`config.mk`:
```
export PLATFORM = sky130hd
export DESIGN_NAME = router_sync_n
export DESIGN_NICKNAME = d
export VERILOG_FILES = /design/src/rtl/router_sync_n.sv
export SDC_FILE = /design/constraint.sdc
export NUM_CORES = 1
export LEC_CHECK = 0
export CORE_UTILIZATION = 41
export CTS_CLUSTER_DIAMETER = 50
export CTS_CLUSTER_SIZE = 25
export DETAILED_ROUTE_END_ITERATION = 8
export PLACE_DENSITY = 0.71
export SETUP_SLACK_MARGIN = 0.15
export SYNTH_ARGS = -nofsm -noshare
export SYNTH_HDL_FRONTEND = slang
export SYNTH_SLANG_ARGS = --single-unit
```
`constraint.sdc`:
```
create_clock -name clk -period 1.1 [get_ports clk]
set_input_delay 0.165 -clock clk [delete_from_list [all_inputs] [get_ports clk]]
set_output_delay 0.165 -clock clk [all_outputs]
set_load 0.01 [all_outputs]
```
`src/rtl/router_sync_n.sv`:
```
// Router synchroniser: latches the packet destination address and steers the FIFO write enable.
// It also reports full/valid status and soft-resets any channel left unread for TIMEOUT cycles.
module router_sync_n #(
  parameter int NUM_PORTS = 3,
  parameter int ADDR_W    = 2,
  parameter int TIMEOUT   = 30
) (
  input  logic                 clk,
  input  logic                 rstn,
  input  logic                 detect_addr,
  input  logic [ADDR_W-1:0]    data_in,
  input  logic                 write_en_reg,
  input  logic [NUM_PORTS-1:0] rd_en,
  input  logic [NUM_PORTS-1:0] full,
  input  logic [NUM_PORTS-1:0] empty,
  output logic [NUM_PORTS-1:0] write_en,
  output logic                 fifo_full,
  output logic [NUM_PORTS-1:0] valid_out,
  output logic [NUM_PORTS-1:0] soft_rst,
  output logic [ADDR_W-1:0]    sel_addr,
  output logic                 addr_err
);

  localparam int CNT_W = (TIMEOUT > 1) ? $clog2(TIMEOUT) : 1;
  localparam logic [CNT_W-1:0] CNT_MAX = CNT_W'(TIMEOUT - 1);

  logic                 addr_valid;
  logic [NUM_PORTS-1:0] stall;

  // An out-of-range address is still latched so software can see what arrived.
  always_ff @(posedge clk or negedge rstn) begin
    if (!rstn) begin
      sel_addr   <= '0;
      addr_valid <= 1'b0;
      addr_err   <= 1'b0;
    end else if (detect_addr) begin
      sel_addr <= data_in;
      if (int'(data_in) < NUM_PORTS) begin
        addr_valid <= 1'b1;
        addr_err   <= 1'b0;
      end else begin
        addr_valid <= 1'b0;
        addr_err   <= 1'b1;
      end
    end
  end

  always_comb begin
    write_en  = '0;
    fifo_full = 1'b0;
    for (int i = 0; i < NUM_PORTS; i++) begin
      if (addr_valid && (sel_addr == ADDR_W'(i))) begin
        write_en[i] = write_en_reg;
        fifo_full   = full[i];
      end
    end
  end

  assign valid_out = ~empty;
  assign stall     = valid_out & ~rd_en;

  for (genvar g = 0; g < NUM_PORTS; g++) begin : g_timeout
    logic [CNT_W-1:0] cnt;

    // Counter restarts on the pulse edge, so a persistent stall repeats every TIMEOUT cycles.
    always_ff @(posedge clk or negedge rstn) begin
      if (!rstn) begin
        cnt         <= '0;
        soft_rst[g] <= 1'b0;
      end else if (!stall[g]) begin
        cnt         <= '0;
        soft_rst[g] <= 1'b0;
      end else if (cnt == CNT_MAX) begin
        cnt         <= '0;
        soft_rst[g] <= 1'b1;
      end else begin
        cnt         <= cnt + 1'b1;
        soft_rst[g] <= 1'b0;
      end
    end
  end

endmodule

```
==> out/summary.txt <==
Total GRT Usage: 17.7%
pre-CTS worst setup slack: -0.565 ns
fillers: 169
reg2reg setup slack: -0.07 ns
Hold/Removal Path Class: input port to asynchronous set/reset pin
Clk Latency, worst-skew pair: 0.30 ns
Setup crit start kind: flop
failing checks: negative setup slack
vias in the first global route: 759
H-tree depth: 1
Longest Clk Path Bufs: 2
Detail Route Antenna Nets: 0
Post-Synthesis Cells: 90
Fin Setup TNS: -1.69 ns
Final min period: 1.46 ns
Nets: 159
1st-pass router iterations: 2
multi-input combinational cell area: 472 um2
skew final: 0.00667 ns
initial core utilization: 43.7%
Clock Sinks: 22
area share of the largest cell type after synthesis: 57.0%
final hold vios: 0
die area: 2550 um2
Root Driver: clkbuf_4
Netlist cell types: 18
layout cell share with drive strength beyond 1: 42.3%
Routed wire per std cell: 12.9 um
worst r2r src: sel_addr[0]
PwrDens: 1060 nW/um2
Slew @ Worst Pin: 0.197 ns
RePlAce Congestion: 0.759
crit path capture type: output pin
Max Fclk: 686 MHz
status: finished with violations
Worst VDD drop: 0.000781 V
overflow left after global routing: 0
Synth Register Bits: 22
Setup CP Type: flop to output pin
synthesized area: 966 um2
boundary pin count: 28
Slew Limit Fails: 0
post-synthesis cell type with the largest combined area: dfrtp_1
global-route wire length before repair: 3270 um
crit path DAT: 1.29 ns
setup-violating endpoint count in the final report: 13
Ant. Diodes: 0
Rel. slew slack: 86.8%
final setup margin: -0.358 ns
Vias: 799
unrepaired setup endpoints after global routing: yes
antenna violations before repair: 0
Crit Path Max Fanout: 5
area grow syn2layout: 58.0%
fin crit share: 133%
RR Endpoint: sel_addr[0]
reg2reg path depth: 4
Post-Syn Nets: 111
Die Ht: 50.5 um
CTS tree: done
DRC viols: 0
Worst EP required: 0.94 ns
DIE WIDTH: 50.5 um
YS warnings: 0
largest net degree at the start of global routing: 23
Synth area leaders: dfrtp_1, ha_1, nor2_1
1st-iter DRT viols: 9
sequential fraction of the synthesis area: 57.0%
P_leak: 0.000698 uW
site row count: 17
CTS Buf Count: 3
DP HPWL: 1350 um
port bufs: 27
Syn Area/Cell: 10.7 um2
Seq. cell area: 552 um2
detailed-route vias per instance: 4.84
Routed WL: 2120 um
Worst-path clk slew: 0.12 ns
max-cap violations: 0
Core Box Area: 2210 um2
worst max-delay path by stage:
stage / startpoint / end / slack, ns / cells after the start
finish: sel_addr[0] / fifo_full / -0.36 / 4
global route: addr_valid / write_en[2] / -0.43 / 3
CTS: sel_addr[0] / fifo_full / -0.34 / 4
detailed placement: write_en_reg / write_en[1] / -0.56 / 4
global placement: full[1] / fifo_full / -0.52 / 5
floorplan: sel_addr[0] / fifo_full / 0.12 / 3
registers in the layout (all words and copies together), names as in the netlist:
signal         flops
soft_rst           3
addr_err           1
addr_valid         1
g_timeout.cnt     15
sel_addr           2
routing by layer:
layer	part of all wire (%)	GRT usage [%]	up-vias
met5	0	0	-
met4	0.42	6.94	0
met3	5.5	4.55	2
met2	51	31.8	26
met1	43	19.8	382
li1	-	-	389
critical path, stage by stage (launching register included):
cell,delay [ns]
dfrtp_2,0.46
mux2i_1,0.13
o21ai_1,0.15
and2_4,0.17
buf_6,0.09
cells in the mapped netlist:
library cell  number
dfrtp_1           22
nor2_1            18
inv_1              7
nand3_1            7
ha_1               6
xor2_1             6
nand2_1            4
nor3_1             4
nand4_1            3
xnor2_1            3
mux2_1             2
nor3b_1            2
and2_1             1
mux2i_1            1
nand3b_1           1
o21a_1             1
o21ai_0            1
o21ai_1            1
where the power goes:
part	internal [uW]	switching (uW)
Clock	202	236
Combinational	193	124
Sequential	833	24.1
Total	1230	385
repair_timing:
| action | in CTS | in global routing |
|---|---|---|
| resized for setup | 63 | 15 |
| pin swaps | 7 | 13 |
| hold buffers | 0 | 0 |
| endpoints found under the setup margin | 32 | 30 |
| setup buffers | 5 | 3 |
placed cells by master, fill, tap and decap left out, drive strengths merged:
master          n
and2            1
buf            25
clkbuf          4
clkdlybuf4s15   4
clkdlybuf4s50  11
dfrtp          22
dlygate4sd2     3
ha              6
inv             7
mux2            2
mux2i           1
nand2           4
nand3           7
nand3b          1
nand4           3
nor2           18
nor3            4
nor3b           2
o21a            1
o21ai           2
xnor2           3
xor2            6
metrics by stage:
step | hold WS [ns] | util [%] | total power, uW | area, um2 | std cells
6_report | 0.197 | 69.0 | 1610 | 1530 | 165
5_1_grt | 0.187 | 69.0 | 1690 | 1530 | 165
4_1_cts | 0.193 | 65.3 | 1590 | 1450 | 162
3_5_place_dp | 0.487 | 61.6 | 1120 | 1360 | 153
3_3_place_gp | 0.474 | 61.6 | 1110 | 1360 | 153
2_1_floorplan | -0.131 | - | 946 | 985 | 90
cell type report:
type,count,share of cell area [%]
Clock buffer,4,2.38
Inverter,7,1.72
Multi-Input combinational cell,61,30.9
Sequential cell,22,36.1
Tap cell,28,2.30
Timing Repair Buffer,43,26.6
cell families after synthesis:
logic type	Yosys count	synth area share, %
and+or+nand+nor	40	19.2
DFF	22	57.0
adders and majority gates	6	7.77
xor gates and xnor gates	9	8.16
muxes	3	3.37
buffers and inverters	7	2.72
AOI/OAI and AO/OA	3	1.81
No activity file was read; power rests on OpenSTA's default activity.
